**config.mk**
```make
export PLATFORM = sky130hd
export DESIGN_NAME = axis_2_fifo_packer
export DESIGN_NICKNAME = d
export VERILOG_FILES = /design/src/rtl/axis_2_fifo_packer_pkg.sv /design/src/rtl/axis_2_fifo_packer_out_reg.sv /design/src/rtl/axis_2_fifo_packer.sv
export SDC_FILE = /design/constraint.sdc
export NUM_CORES = 1
export LEC_CHECK = 0
export ABC_AREA = 1
export CELL_PAD_IN_SITES_DETAIL_PLACEMENT = 1
export CELL_PAD_IN_SITES_GLOBAL_PLACEMENT = 1
export CORE_MARGIN = 3
export CORE_UTILIZATION = 46
export CTS_BUF_LIST = sky130_fd_sc_hd__clkbuf_8
export CTS_CLUSTER_DIAMETER = 80
export DETAILED_ROUTE_END_ITERATION = 10
export DONT_BUFFER_PORTS = 1
export PLACE_DENSITY = 0.79
export SLEW_MARGIN = 20
export SYNTH_ARGS = -nofsm -noshare
export SYNTH_HDL_FRONTEND = slang
export SYNTH_SLANG_ARGS = --single-unit
```
**constraint.sdc**
```tcl
create_clock -name clk -period 1.7 [get_ports clk]
set_input_delay 0.34 -clock clk [delete_from_list [all_inputs] [get_ports clk]]
set_output_delay 0.34 -clock clk [all_outputs]
set_load 0.02 [all_outputs]
```
**src/rtl/axis_2_fifo_packer_pkg.sv**
```systemverilog
// Shared helpers for the AXIS-to-wide-FIFO packer: index sizing and word-layout offsets.
// Word layout, LSB first: data lanes, keep lanes, last, user (MSB).
package axis_2_fifo_packer_pkg;

   localparam int DEF_AXIS_DATA_WIDTH = 32;
   localparam int DEF_PACK_RATIO      = 2;

   // Bits needed to count 0..n-1, never less than one so a ratio of 1 still has an index.
   function automatic int clog2_min1(input int n);
      int w;
      w = 0;
      while ((1 << w) < n) begin
         w = w + 1;
      end
      return (w < 1) ? 1 : w;
   endfunction

   function automatic int data_lane_lo(input int lane, input int data_w);
      return lane * data_w;
   endfunction

   function automatic int keep_lane_lo(input int lane, input int data_w, input int keep_w,
                                       input int ratio);
      return ratio * data_w + lane * keep_w;
   endfunction

   function automatic int last_bit_of(input int fifo_w);
      return fifo_w - 2;
   endfunction

   function automatic int user_bit_of(input int fifo_w);
      return fifo_w - 1;
   endfunction

endpackage

```
**src/rtl/axis_2_fifo_packer_out_reg.sv**
```systemverilog
// Output holding register: loads a finished word, keeps it until the FIFO can take it.
// Latency 1 cycle from load to visible word; upstream is held off only while a word is stuck.
module axis_packer_out_reg #(
   parameter int WIDTH = 74
) (
   input  logic             clk,
   input  logic             rst,
   input  logic             can_write,
   input  logic             load,
   input  logic [WIDTH-1:0] load_data,
   output logic [WIDTH-1:0] out_data,
   output logic             w_stb,
   output logic             in_rdy
);

   logic out_valid;

   assign w_stb  = out_valid & can_write;
   assign in_rdy = ~out_valid | can_write;

   // load only happens while in_rdy, so a stalled word is never overwritten;
   // a load in the same cycle as a write simply replaces the departing word.
   always_ff @(posedge clk) begin
      if (rst) begin
         out_valid <= 1'b0;
         out_data  <= '0;
      end else if (load) begin
         out_valid <= 1'b1;
         out_data  <= load_data;
      end else if (w_stb) begin
         out_valid <= 1'b0;
      end
   end

endmodule

```
**src/rtl/axis_2_fifo_packer.sv**
```systemverilog
// Packs PACK_RATIO narrow AXIS beats (or fewer, on tlast) into one wide FIFO word.
// Word appears 1 cycle after the completing beat; any held-off word stalls all AXIS beats.
module axis_2_fifo_packer
   import axis_2_fifo_packer_pkg::*;
#(
   parameter int AXIS_DATA_WIDTH = DEF_AXIS_DATA_WIDTH,
   parameter int AXIS_KEEP_WIDTH = AXIS_DATA_WIDTH / 8,
   parameter int PACK_RATIO      = DEF_PACK_RATIO,
   parameter int FIFO_DATA_WIDTH = PACK_RATIO * (AXIS_DATA_WIDTH + AXIS_KEEP_WIDTH) + 2
) (
   input  logic                       clk,
   input  logic                       rst,
   input  logic                       i_axis_tuser,
   input  logic                       i_axis_tvalid,
   output logic                       o_axis_tready,
   input  logic                       i_axis_tlast,
   input  logic [AXIS_KEEP_WIDTH-1:0] i_axis_tkeep,
   input  logic [AXIS_DATA_WIDTH-1:0] i_axis_tdata,
   output logic [FIFO_DATA_WIDTH-1:0] o_fifo_data,
   output logic                       o_fifo_w_stb,
   input  logic                       i_fifo_full,
   input  logic                       i_fifo_not_full,
   output logic [31:0]                o_pkt_count
);

   localparam int IDX_W    = clog2_min1(PACK_RATIO);
   localparam int LAST_BIT = last_bit_of(FIFO_DATA_WIDTH);
   localparam int USER_BIT = user_bit_of(FIFO_DATA_WIDTH);
   localparam logic [IDX_W-1:0] IDX_MAX = IDX_W'(PACK_RATIO - 1);

   logic [FIFO_DATA_WIDTH-1:0] acc_q;
   logic [FIFO_DATA_WIDTH-1:0] word_next;
   logic                       user_acc_q;
   logic [IDX_W-1:0]           idx_q;
   logic                       can_write;
   logic                       in_rdy;
   logic                       accept;
   logic                       complete;

   // Conflicting full/not_full flags resolve to "full".
   assign can_write     = i_fifo_not_full & ~i_fifo_full;
   assign o_axis_tready = in_rdy;
   assign accept        = i_axis_tvalid & in_rdy;
   assign complete      = accept & ((idx_q == IDX_MAX) | i_axis_tlast);

   // Current beat merged into the accumulator; lanes not yet written are still zero.
   always_comb begin
      word_next = acc_q;
      for (int l = 0; l < PACK_RATIO; l++) begin
         if (idx_q == IDX_W'(l)) begin
            word_next[data_lane_lo(l, AXIS_DATA_WIDTH) +: AXIS_DATA_WIDTH] = i_axis_tdata;
            word_next[keep_lane_lo(l, AXIS_DATA_WIDTH, AXIS_KEEP_WIDTH, PACK_RATIO)
                      +: AXIS_KEEP_WIDTH] = i_axis_tkeep;
         end
      end
      word_next[LAST_BIT] = i_axis_tlast;
      word_next[USER_BIT] = user_acc_q | i_axis_tuser;
   end

   // The accumulator never holds last/user; those are added only when the word completes.
   always_ff @(posedge clk) begin
      if (rst) begin
         acc_q      <= '0;
         user_acc_q <= 1'b0;
         idx_q      <= '0;
      end else if (complete) begin
         acc_q      <= '0;
         user_acc_q <= 1'b0;
         idx_q      <= '0;
      end else if (accept) begin
         acc_q      <= {2'b00, word_next[LAST_BIT-1:0]};
         user_acc_q <= word_next[USER_BIT];
         idx_q      <= idx_q + 1'b1;
      end
   end

   axis_packer_out_reg #(
      .WIDTH(FIFO_DATA_WIDTH)
   ) u_out_reg (
      .clk      (clk),
      .rst      (rst),
      .can_write(can_write),
      .load     (complete),
      .load_data(word_next),
      .out_data (o_fifo_data),
      .w_stb    (o_fifo_w_stb),
      .in_rdy   (in_rdy)
   );

   always_ff @(posedge clk) begin
      if (rst) begin
         o_pkt_count <= 32'd0;
      end else if (o_fifo_w_stb & o_fifo_data[LAST_BIT]) begin
         o_pkt_count <= o_pkt_count + 32'd1;
      end
   end

endmodule

```
==> results of run 1 <==
[cell families after synthesis]
logic type                 count (synthesis)  synth area share
buffers and inverters                    157            0.0832
xor gates and xnor gates                   1           0.00113
and+or+nand+nor                          558             0.283
AOI/OAI and AO/OA                        247             0.162
DFF                                      181             0.469
adders and majority gates                  1           0.00162
[cells in the mapped netlist (all sizes together)]
cell    number  area, µm²
a21oi      159        796
a31oi        1       6.26
buf         35        185
clkbuf      31        116
dfxtp      181       3620
ha           1       12.5
inv         91        342
nand2      452       1700
nand3       18       90.1
nand3b       1       7.51
nand4        9       62.6
nor2        65        259
nor3         9       45.0
nor3b        4       30.0
o21a         1       7.51
o21ai       83        419
o21bai       3       22.5
xor2         1       8.76
[cell type report]
class,instances,area (µm²),share of cell area
clock buffer,17,234,0.0271
clock inverter,15,134,0.0155
inverter,91,342,0.0395
multi-input combinational,807,3500,0.405
sequential,181,3630,0.420
tap,216,270,0.0313
timing repair buffer,58,532,0.0615
[critical path: cells and delay by family, from the launching register on]
family | cells | cell delay (ns)
AND/OR/NAND/NOR | 2 | 0.20
AO/OA/AOI/OAI | 1 | 0.12
buffers and inverters | 3 | 0.86
flip-flops | 1 | 0.36
[routing by layer]
layer / global-route usage / vias to the layer above
met1: 0.303 / 3511
met5: 0 / -
met2: 0.409 / 123
li1: - / 3636
met4: 0.0560 / 0
met3: 0.0687 / 13
[registers in the layout (all words and copies together), names as in the netlist]
| register | count |
|---|---|
| u_out_reg.out_data | 74 |
| acc_q | 72 |
| o_pkt_count | 32 |
| idx_q | 1 |
| u_out_reg.out_valid | 1 |
| user_acc_q | 1 |
[power groups by stage]
stage / Sequential (mW) / Clock (mW) / Combinational [mW]
finish: 4.59 / 2.82 / 0.806
global route: 4.61 / 3.06 / 0.913
CTS: 4.59 / 2.88 / 0.811
detailed placement: 4.69 / 0 / 0.804
global placement: 4.68 / 0 / 0.787
floorplan: 4.65 / 0 / 0.614
[final timing paths]
check                           start                endpoint  cells past startpoint
setup reg to reg  u_out_reg.out_valid          o_pkt_count[1]                      6
hold reg to reg            user_acc_q              user_acc_q                      2
setup / recovery  u_out_reg.out_valid          o_pkt_count[1]                      6
hold / removal                    rst  u_out_reg.out_data[72]                      1
[placed cells by master, fill, tap and decap left out, drive strengths merged]
master,netlist,final
a21oi,159,159
a31oi,1,1
buf,35,56
bufinv,0,1
clkbuf,31,17
clkinv,0,6
clkinvlp,0,3
dfxtp,181,181
dlygate4sd3,0,2
ha,1,1
inv,91,96
nand2,452,452
nand3,18,18
nand3b,1,1
nand4,9,9
nor2,65,65
nor3,9,9
nor3b,4,4
o21a,1,1
o21ai,83,83
o21bai,3,3
xor2,1,1
[timing repair]
action | in CTS | in global routing
endpoints found under the hold margin | 84 | 82
buffers inserted | 0 | 3
endpoints found under the setup margin | 0 | 30
resized for setup | 0 | 14
==> out/qor.txt, run 1 <==
Arrival time at the worst endpoint: 2.00 ns
Clock latency on the worst-skew pair: 0.46 ns
Worst Setup Start Kind: flip-flop
Global route overflow: 0
Antenna diodes: 0
Flop pwr share: 0.559
First-pass GRT wire length: 36.2 mm
Finished Cell Area: 8640 µm²
Via-to-Cell Ratio: 5.26
Setup_tns: 0 ns
Outcome: complete, but fails checks
Worst min path class: input port to flip-flop
CTS Buf Count: 17
Uppermost routed layer: met4
Crit-path cells: nand4_2 -> buf_12 -> inv_2 -> nand2_1 -> a21oi_1 -> dlygate4sd3_1
Cell Area, Synth: 7730 µm²
Switching Share: 0.293
Core footprint: 16,200 µm²
# DRC: 0
CP max stage delay: 0.56 ns
H-tree lvl count: 4
Vias in the first global route: 7,438
Pre-antenna DRT Iters: 4
Final ANT Viol Nets: 0
DRT iter0 DRCs: 391
Share of layout cells above drive strength 1: 0.0932
Critical path class: flip-flop to flip-flop
Top Ports: 151
Unrepaired setup endpoints after global routing: false
#FFs+latches synth: 181
Combinational power share: 0.098
WL met2: 10.8 mm
Synth cell types: 25
Synth Instances: 1,145
Setup-failing EPs final: 0
Power per cell area: 950 nW/µm²
CTS root buf: clkbuf_8
Crit end category: flip-flop
Int Power: 5.81 mW
Met3 WL: 1.20 mm
DP HPWL: 14.7 mm
Row cnt: 46
Clk pwr share: 0.343
Seq/Total Area, Yosys: 0.469
Static Leak: 3.22 nW
Layout filler cell count: 2,190
Failing checks: negative hold slack
Non-Filler Instances: 1,385
Die W: 136 µm
Placed instance area: 8200 µm²
Final hold violations: 49
Tot GR Track Use: 0.240
Sw power: 2.40 mW
Power, Total: 8.21 mW
Period utilization: 0.942
Required @ worst endpoint: 2.09 ns
Reg clk slew, reported paths: 0.10 ns
Worst Skew: 0.0171 ns
Syn Area/Cell: 6.75 µm²
CP Max Fanout: 12
Worst setup margin: 0.0986 ns
Worst VDD drop: 548 µV
Hold slack: -0.0457 ns
GP Congestion: 0.812
Slowest CP cell: dlygate4sd3_1
Port buffer count: 0
Largest net degree at the start of global routing: 86
CTS sink cnt: 181
Die area: 18,400 µm²
Final Core Density: 0.534
CTS tree: yes
Max transition margin: 0.757
Synth Warn #: 0
Post-layout min period: 1.60 ns
Fmax: 624 MHz
Initial antenna violation count: 0
Cts-stage hold buffer count: 2
Setup WS pre-CTS: 0.0391 ns
Metal-1 WL: 10.1 mm
DR WL/cell: 16.1 µm
Total of max-cap violations: 0
DIE HEIGHT: 136 µm
Clock buffer depth: 2
Slew @ Worst Pin: 0.362 ns
FF-to-FF setup slack: 0.1 ns
Syn-to-layout area delta: 11.8%
Max-slew violation count: 0
Placed cell count: 1,348
Routed vias: 7,283
Nets: 1,200
WL final: 22.3 mm
Initial Util: 0.478
Syn nets: 1,189
No activity file was read; power rests on OpenSTA's default activity.
==> run 2, diff against run 1 <==
Settings changed: CORE_MARGIN 3 to 2, SLEW_MARGIN 20 to 30.
==> out/qor.txt, run 2 (synthesis results as in run 1) <==
Outcome: finished, final reports clean
Final ANT Viol Nets: 0 (unchanged)
Total of max-cap violations: 0 (unchanged)
Power, Total: 9.07 mW (+10%)
First-pass GRT wire length: 36.3 mm (+0.12%)
Row cnt: 47 (+2.2%)
Global route overflow: 0 (unchanged)
Nets: 1,199 (-0.083%)
# DRC: 0 (unchanged)
GP Congestion: 0.855 (+5.3%)
Die W: 134 µm (-1.5%)
Worst min path class: input port to flip-flop
Largest registers: u_out_reg.out_data: 74 flops, acc_q: 72 flops, o_pkt_count: 32 flops
Tot GR Track Use: 0.249 (+0.00865)
DR WL/cell: 16.0 µm (-0.46%)
Required @ worst endpoint: 2.09 ns (about the same)
M1 GR Usage: 0.309 (+0.00584)
Max-slew violation count: 0 (unchanged)
Syn-to-layout area delta: 14.0%
Hold slack: 0.0255 ns (+0.0712 ns)
Setup_tns: 0 ns (unchanged)
Via-to-Cell Ratio: 5.25 (-0.13%)
Initial Util: 0.468 (-0.0102)
Vias in the first global route: 7,326 (-1.5%)
Worst Skew: 0.0141 ns (-0.00300 ns)
Pre-antenna DRT Iters: 4 (unchanged)
Reg clk slew, reported paths: 0.10 ns (about the same)
Arrival time at the worst endpoint: 2.01 ns (about the same)
Routed vias: 7,289 (+0.082%)
CP Max Fanout: 30 (+18)
Clock latency on the worst-skew pair: 0.46 ns (about the same)
Port buffer count: 0 (unchanged)
Critical path class: flip-flop to flip-flop
Core footprint: 16,500 µm² (+2.2%)
CTS root buf: clkbuf_8
Commonest cells after routing, fill and taps aside: nand2_1 (449), dfxtp_1 (175), a21oi_1 (159)
WL final: 22.2 mm (-0.24%)
Max transition margin: 0.557 (-0.200)
Worst Setup Start Kind: flip-flop
CTS sink cnt: 181 (unchanged)
Crit end category: flip-flop
M3 GR Usage: 0.0628 (-0.00594)
Most flops, register: u_out_reg.out_data
Initial antenna violation count: 0 (unchanged)
Max reg flops: 74 (unchanged)
Unrepaired setup endpoints after global routing: false
Die area: 17,900 µm² (-2.9%)
Clock buffer depth: 2 (unchanged)
GR Util met2: 0.431 (+0.0222)
Fmax: 618 MHz (-1.0%)
Most common cell after layout, fill and taps aside: nand2_1
CTS Buf Count: 17 (unchanged)
Final hold violations: 0 (-100%)
H-tree lvl count: 4 (unchanged)
Top Ports: 151 (unchanged)
Most Crowded Layer GR: met2
Power per cell area: 1030 nW/µm² (+8.3%)
DP HPWL: 14.4 mm (-2.3%)
Slew @ Worst Pin: 0.662 ns (+0.301 ns)
Period utilization: 0.952 (+0.00995)
CTS tree: yes
DIE HEIGHT: 134 µm (-1.5%)
DRT iter0 DRCs: 265 (-32%)
Setup WS pre-CTS: 0.117 ns (+0.0781 ns)
Worst VDD drop: 586 µV (+7.1%)
Worst setup margin: 0.0817 ns (-0.0169 ns)
Post-layout min period: 1.62 ns (+0.0169 ns)
Static Leak: 3.29 nW (+1.9%)
Antenna diodes: 0 (unchanged)
Largest net degree at the start of global routing: 86 (unchanged)
Share of layout cells above drive strength 1: 0.0942 (+0.000936)
Setup-failing EPs final: 0 (unchanged)
run 2: cell types whose count changed in the layout (fill, tap and decap cells not counted), sizes merged:
cell | before | now
clkinv | 6 | 0
clkinvlp | 3 | 4
inv | 96 | 95
bufinv | 1 | 6
buf | 56 | 55
clkbuf | 17 | 18
run 2: final cells by class:
type / count / area (µm²)
fill: 2200 / 7710
inverter: 91 / 342
tap: 220 / 275
sequential: 181 / 3630
clock buffer: 18 / 248
timing repair buffer: 57 / 578
multi-input combinational: 807 / 3490
clock inverter: 14 / 245
run 2: worst max-delay path: stages (launching register included):
cell and delay (ns):
dfxtp_2 0.51, inv_2 0.20, buf_12 0.21, o21ai_0 0.34, nand2_1 0.11, a21oi_1 0.17
run 2: timing repair:
item | CTS | global route
resized for setup | 0 | 11
hold buffers | 1 | 2
endpoints found under the setup margin | 0 | 13
hold endpoints to repair | 83 | 70
buffers inserted | 0 | 2
run 2: routing by layer:
layer	vias to the layer above	part of all wire	wire length [µm]
met4	0	0.015	342
met1	3496	0.45	10000
met3	30	0.050	1100
met2	134	0.48	10800
met5	-	0	0
li1	3629	-	-
run 2: final timing paths:
kind         slack (ns)    endpoint          from  depth (start not counted)
min                0.03  user_acc_q  i_axis_tuser                          2
max reg2reg        0.08   acc_q[49]         idx_q                          5
min reg2reg        0.46   acc_q[39]     acc_q[39]                          2
max                0.08   acc_q[49]         idx_q                          5
run 2: stage by stage:
stage	cell area [µm²]	instances	util
floorplan	7730	1145	-
global placement	8230	1351	0.498
detailed placement	8230	1351	0.498
CTS	8740	1384	0.529
global route	8810	1388	0.533
finish	8810	1388	0.533
run 2: report_power, final:
| group | leakage, nW | switching (mW) | internal [mW] |
|---|---|---|---|
| registers | 1.47 | 0.201 | 4.39 |
| clock network | 0.233 | 1.65 | 1.96 |
| logic | 1.58 | 0.602 | 0.264 |
==> run 3, diff against run 2 <==
Settings changed: CORE_UTILIZATION 46 to 47, PLACE_DENSITY 0.79 to 0.8, SYNTH_HIERARCHICAL set to 1.
==> out/qor.txt, run 3 <==
Outcome: finished, final reports clean
Met3 WL: 1.35 mm (+22%)
Routed vias: 7,267 (-0.30%)
Most common cell after layout, fill and taps aside: nand2_1
Hold Path Cell Cnt: 2 (unchanged)
Placed instance area: 8390 µm² (+1.9%)
Buffers plus inverters on the worst setup path: 1 (-1)
Static Leak: 3.70 nW (+13%)
Crit end category: flip-flop
Setup_tns: 0 ns (unchanged)
Max transition margin: 0.666 (+0.109)
Total of max-cap violations: 0 (unchanged)
Clock latency on the worst-skew pair: 0.45 ns (about the same)
CTS root buf: clkbuf_8
Largest net degree at the start of global routing: 109 (+27%)
Clock buffer depth: 2 (unchanged)
Row cnt: 47 (unchanged)
Nets: 1,189 (-0.83%)
Ys async rst share: 0 (unchanged)
RR Endpoint: o_pkt_count[24]
CTS tree: yes
Initial antenna violation count: 0 (unchanged)
Period utilization: 0.988 (+0.0365)
Top post-synthesis cells by area: dfxtp_1 (46%), nand2_1 (14%), nor2_1 (11%)
Worst setup margin: 0.0197 ns (-0.0620 ns)
Critical path class: flip-flop to flip-flop
Max-slew violation count: 0 (unchanged)
Max reg flops: 74 (unchanged)
Yosys top cell by area: dfxtp_1
Synth cell types: 36 (+44%)
Synth top area share: 0.457 (-0.0118)
Worst min path class: input port to flip-flop
Power per cell area: 1020 nW/µm² (-0.51%)
Syn nets: 1,176 (-1.1%)
Metal-1 WL: 9.73 mm (-2.9%)
CTS Buf Count: 17 (unchanged)
Worst Skew: 0.0168 ns (+0.00264 ns)
Port buffer count: 0 (unchanged)
Post-synth EDFFs: 0 (unchanged)
CP Max Fanout: 7 (-77%)
Syn-to-layout area delta: 11.5%
Setup WS pre-CTS: -0.0556 ns (-0.173 ns)
Worst VDD drop: 794 µV (+35%)
FF-to-FF setup slack: 0.02 ns (-0.06 ns)
Crit-path cells: ha_1 -> nand2_1 -> nor2_4 -> nand3_4 -> nor2_4 -> nand3_1 -> nand2_1 -> inv_1 -> nor2_1
Tot GR Track Use: 0.255 (+0.00616)
DR WL/cell: 16.4 µm (+2.2%)
Final hold violations: 0 (unchanged)
CP max stage delay: 0.38 ns (-0.13 ns)
Via-to-Cell Ratio: 5.27 (+0.42%)
Syn Area/Cell: 7.00 µm² (+3.8%)
Most flops, register: u_out_reg/out_data
WL met2: 11.3 mm (+4.8%)
Fmax: 595 MHz (-3.7%)
WL final: 22.6 mm (+1.5%)
GP Congestion: 0.829 (-3.0%)
Post-layout min period: 1.68 ns (+0.0620 ns)
Finished Cell Area: 8840 µm² (+0.31%)
Die area: 17,900 µm² (+0.38%)
CTS sink cnt: 181 (unchanged)
Die W: 134 µm (+0.19%)
Cell Area, Synth: 7930 µm² (+2.6%)
Pre-antenna DRT Iters: 4 (unchanged)
Final ANT Viol Nets: 0 (unchanged)
Core footprint: 16,500 µm² (unchanged)
Share of layout cells above drive strength 1: 0.117 (+0.0224)
Most instantiated cells after synthesis: nand2_1 (294), nor2_1 (226), dfxtp_1 (181), o21ai_0 (91), inv_1 (77)
Worst r2r src: o_pkt_count[0]
First-pass GRT wire length: 37.2 mm (+2.7%)
Leading cell type by number of instances after synthesis: nand2_1
Antenna diodes: 0 (unchanged)
Top Ports: 151 (unchanged)
Hold Crit Endpoint: user_acc_q
Seq/Total Area, Yosys: 0.457 (-0.0118)
WP depth: 9 (+4)
Initial Util: 0.480 (+0.0120)
Arrival time at the worst endpoint: 2.04 ns (+0.03 ns)
Uppermost routed layer: met4
Power, Total: 9.05 mW (-0.20%)
Largest registers: u_out_reg/out_data: 74 flops, acc_q: 72 flops, o_pkt_count: 32 flops
Worst hold start: i_axis_tuser
Required @ worst endpoint: 2.06 ns (-0.03 ns)
DIE HEIGHT: 134 µm (+0.19%)
# DRC: 0 (unchanged)
#FFs+latches synth: 181 (unchanged)
Slew @ Worst Pin: 0.502 ns (-0.161 ns)
DP HPWL: 15.2 mm (+5.7%)
Vias in the first global route: 7,618 (+4.0%)
Layout filler cell count: 2,184 (-0.73%)
Global route overflow: 0 (unchanged)
H-tree lvl count: 4 (unchanged)
Setup-failing EPs final: 0 (unchanged)
Synth Instances: 1,132 (-1.1%)
Slowest CP cell: dfxtp_1
Worst Setup Start Kind: flip-flop
Synth Warn #: 6 (+6)
Final Core Density: 0.535 (+0.00167)
DRT iter0 DRCs: 363 (+37%)
Commonest cells after routing, fill and taps aside: nand2_1 (291), nor2_1 (222), dfxtp_1 (179)
Crit path max-delay family: simple AND/OR/NAND/NOR gates
Reg clk slew, reported paths: 0.09 ns (about the same)
Main synth FF type: dfxtp_1
R2r worst-path depth: 9 (+4)
==> run 3: metrics by stage <==
stage	std cells	hold WS [ns]
6_report	1378	0.0330
4_1_cts	1377	0.0111
3_5_place_dp	1344	0.405
2_1_floorplan	1132	0.402
3_3_place_gp	1344	0.408
5_1_grt	1378	0.0211
==> run 3: where the power goes <==
group          internal [mW]  switching, mW  total, mW  leakage [nW]
Sequential              4.51          0.344       4.85          1.48
Combinational          0.354          0.739       1.09          2.01
Clock                   1.53           1.57       3.10         0.211
==> run 3: repair_timing <==
item | CTS | global route
buffers inserted | 0 | 1
hold buffers | 1 | 0
hold endpoints to repair | 9 | 0
resized for setup | 0 | 6
endpoints found under the setup margin | 0 | 10
==> run 3: cell type report <==
| cell class | count | area [µm²] | area share |
|---|---|---|---|
| multi-input combinational | 802 | 3630 | 0.411 |
| timing repair buffer | 60 | 569 | 0.0644 |
| inverter | 83 | 314 | 0.0355 |
| sequential | 181 | 3630 | 0.410 |
| clock buffer | 19 | 262 | 0.0296 |
| tap | 220 | 275 | 0.0311 |
| clock inverter | 13 | 156 | 0.0177 |
==> run 3: layer usage <==
metal	GRT usage	vias up
li1	-	3597
met1	0.297	3530
met2	0.459	124
met3	0.0786	16
met4	0.0585	0
met5	0	-
==> run 3: how the worst max path moves through the flow <==
stage,from,end
2_1_floorplan,i_fifo_not_full,u_out_reg/out_data[60]
4_1_cts,o_pkt_count[1],o_pkt_count[30]
6_report,o_pkt_count[0],o_pkt_count[24]
5_1_grt,o_pkt_count[10],o_pkt_count[24]
3_5_place_dp,i_fifo_not_full,u_out_reg/out_data[37]
3_3_place_gp,i_fifo_not_full,u_out_reg/out_data[72]
==> run 3: kinds of logic (layout without fill, tap and decap cells) <==
| logic type | after synthesis | count (layout) | share of synthesized area |
|---|---|---|---|
| compound gates | 210 | 210 | 0.144 |
| simple gates | 588 | 588 | 0.306 |
| buf+inv | 149 | 175 | 0.0874 |
| xor+xnor | 3 | 3 | 0.00331 |
| flops | 181 | 181 | 0.457 |
| fa+ha+maj | 1 | 1 | 0.00158 |
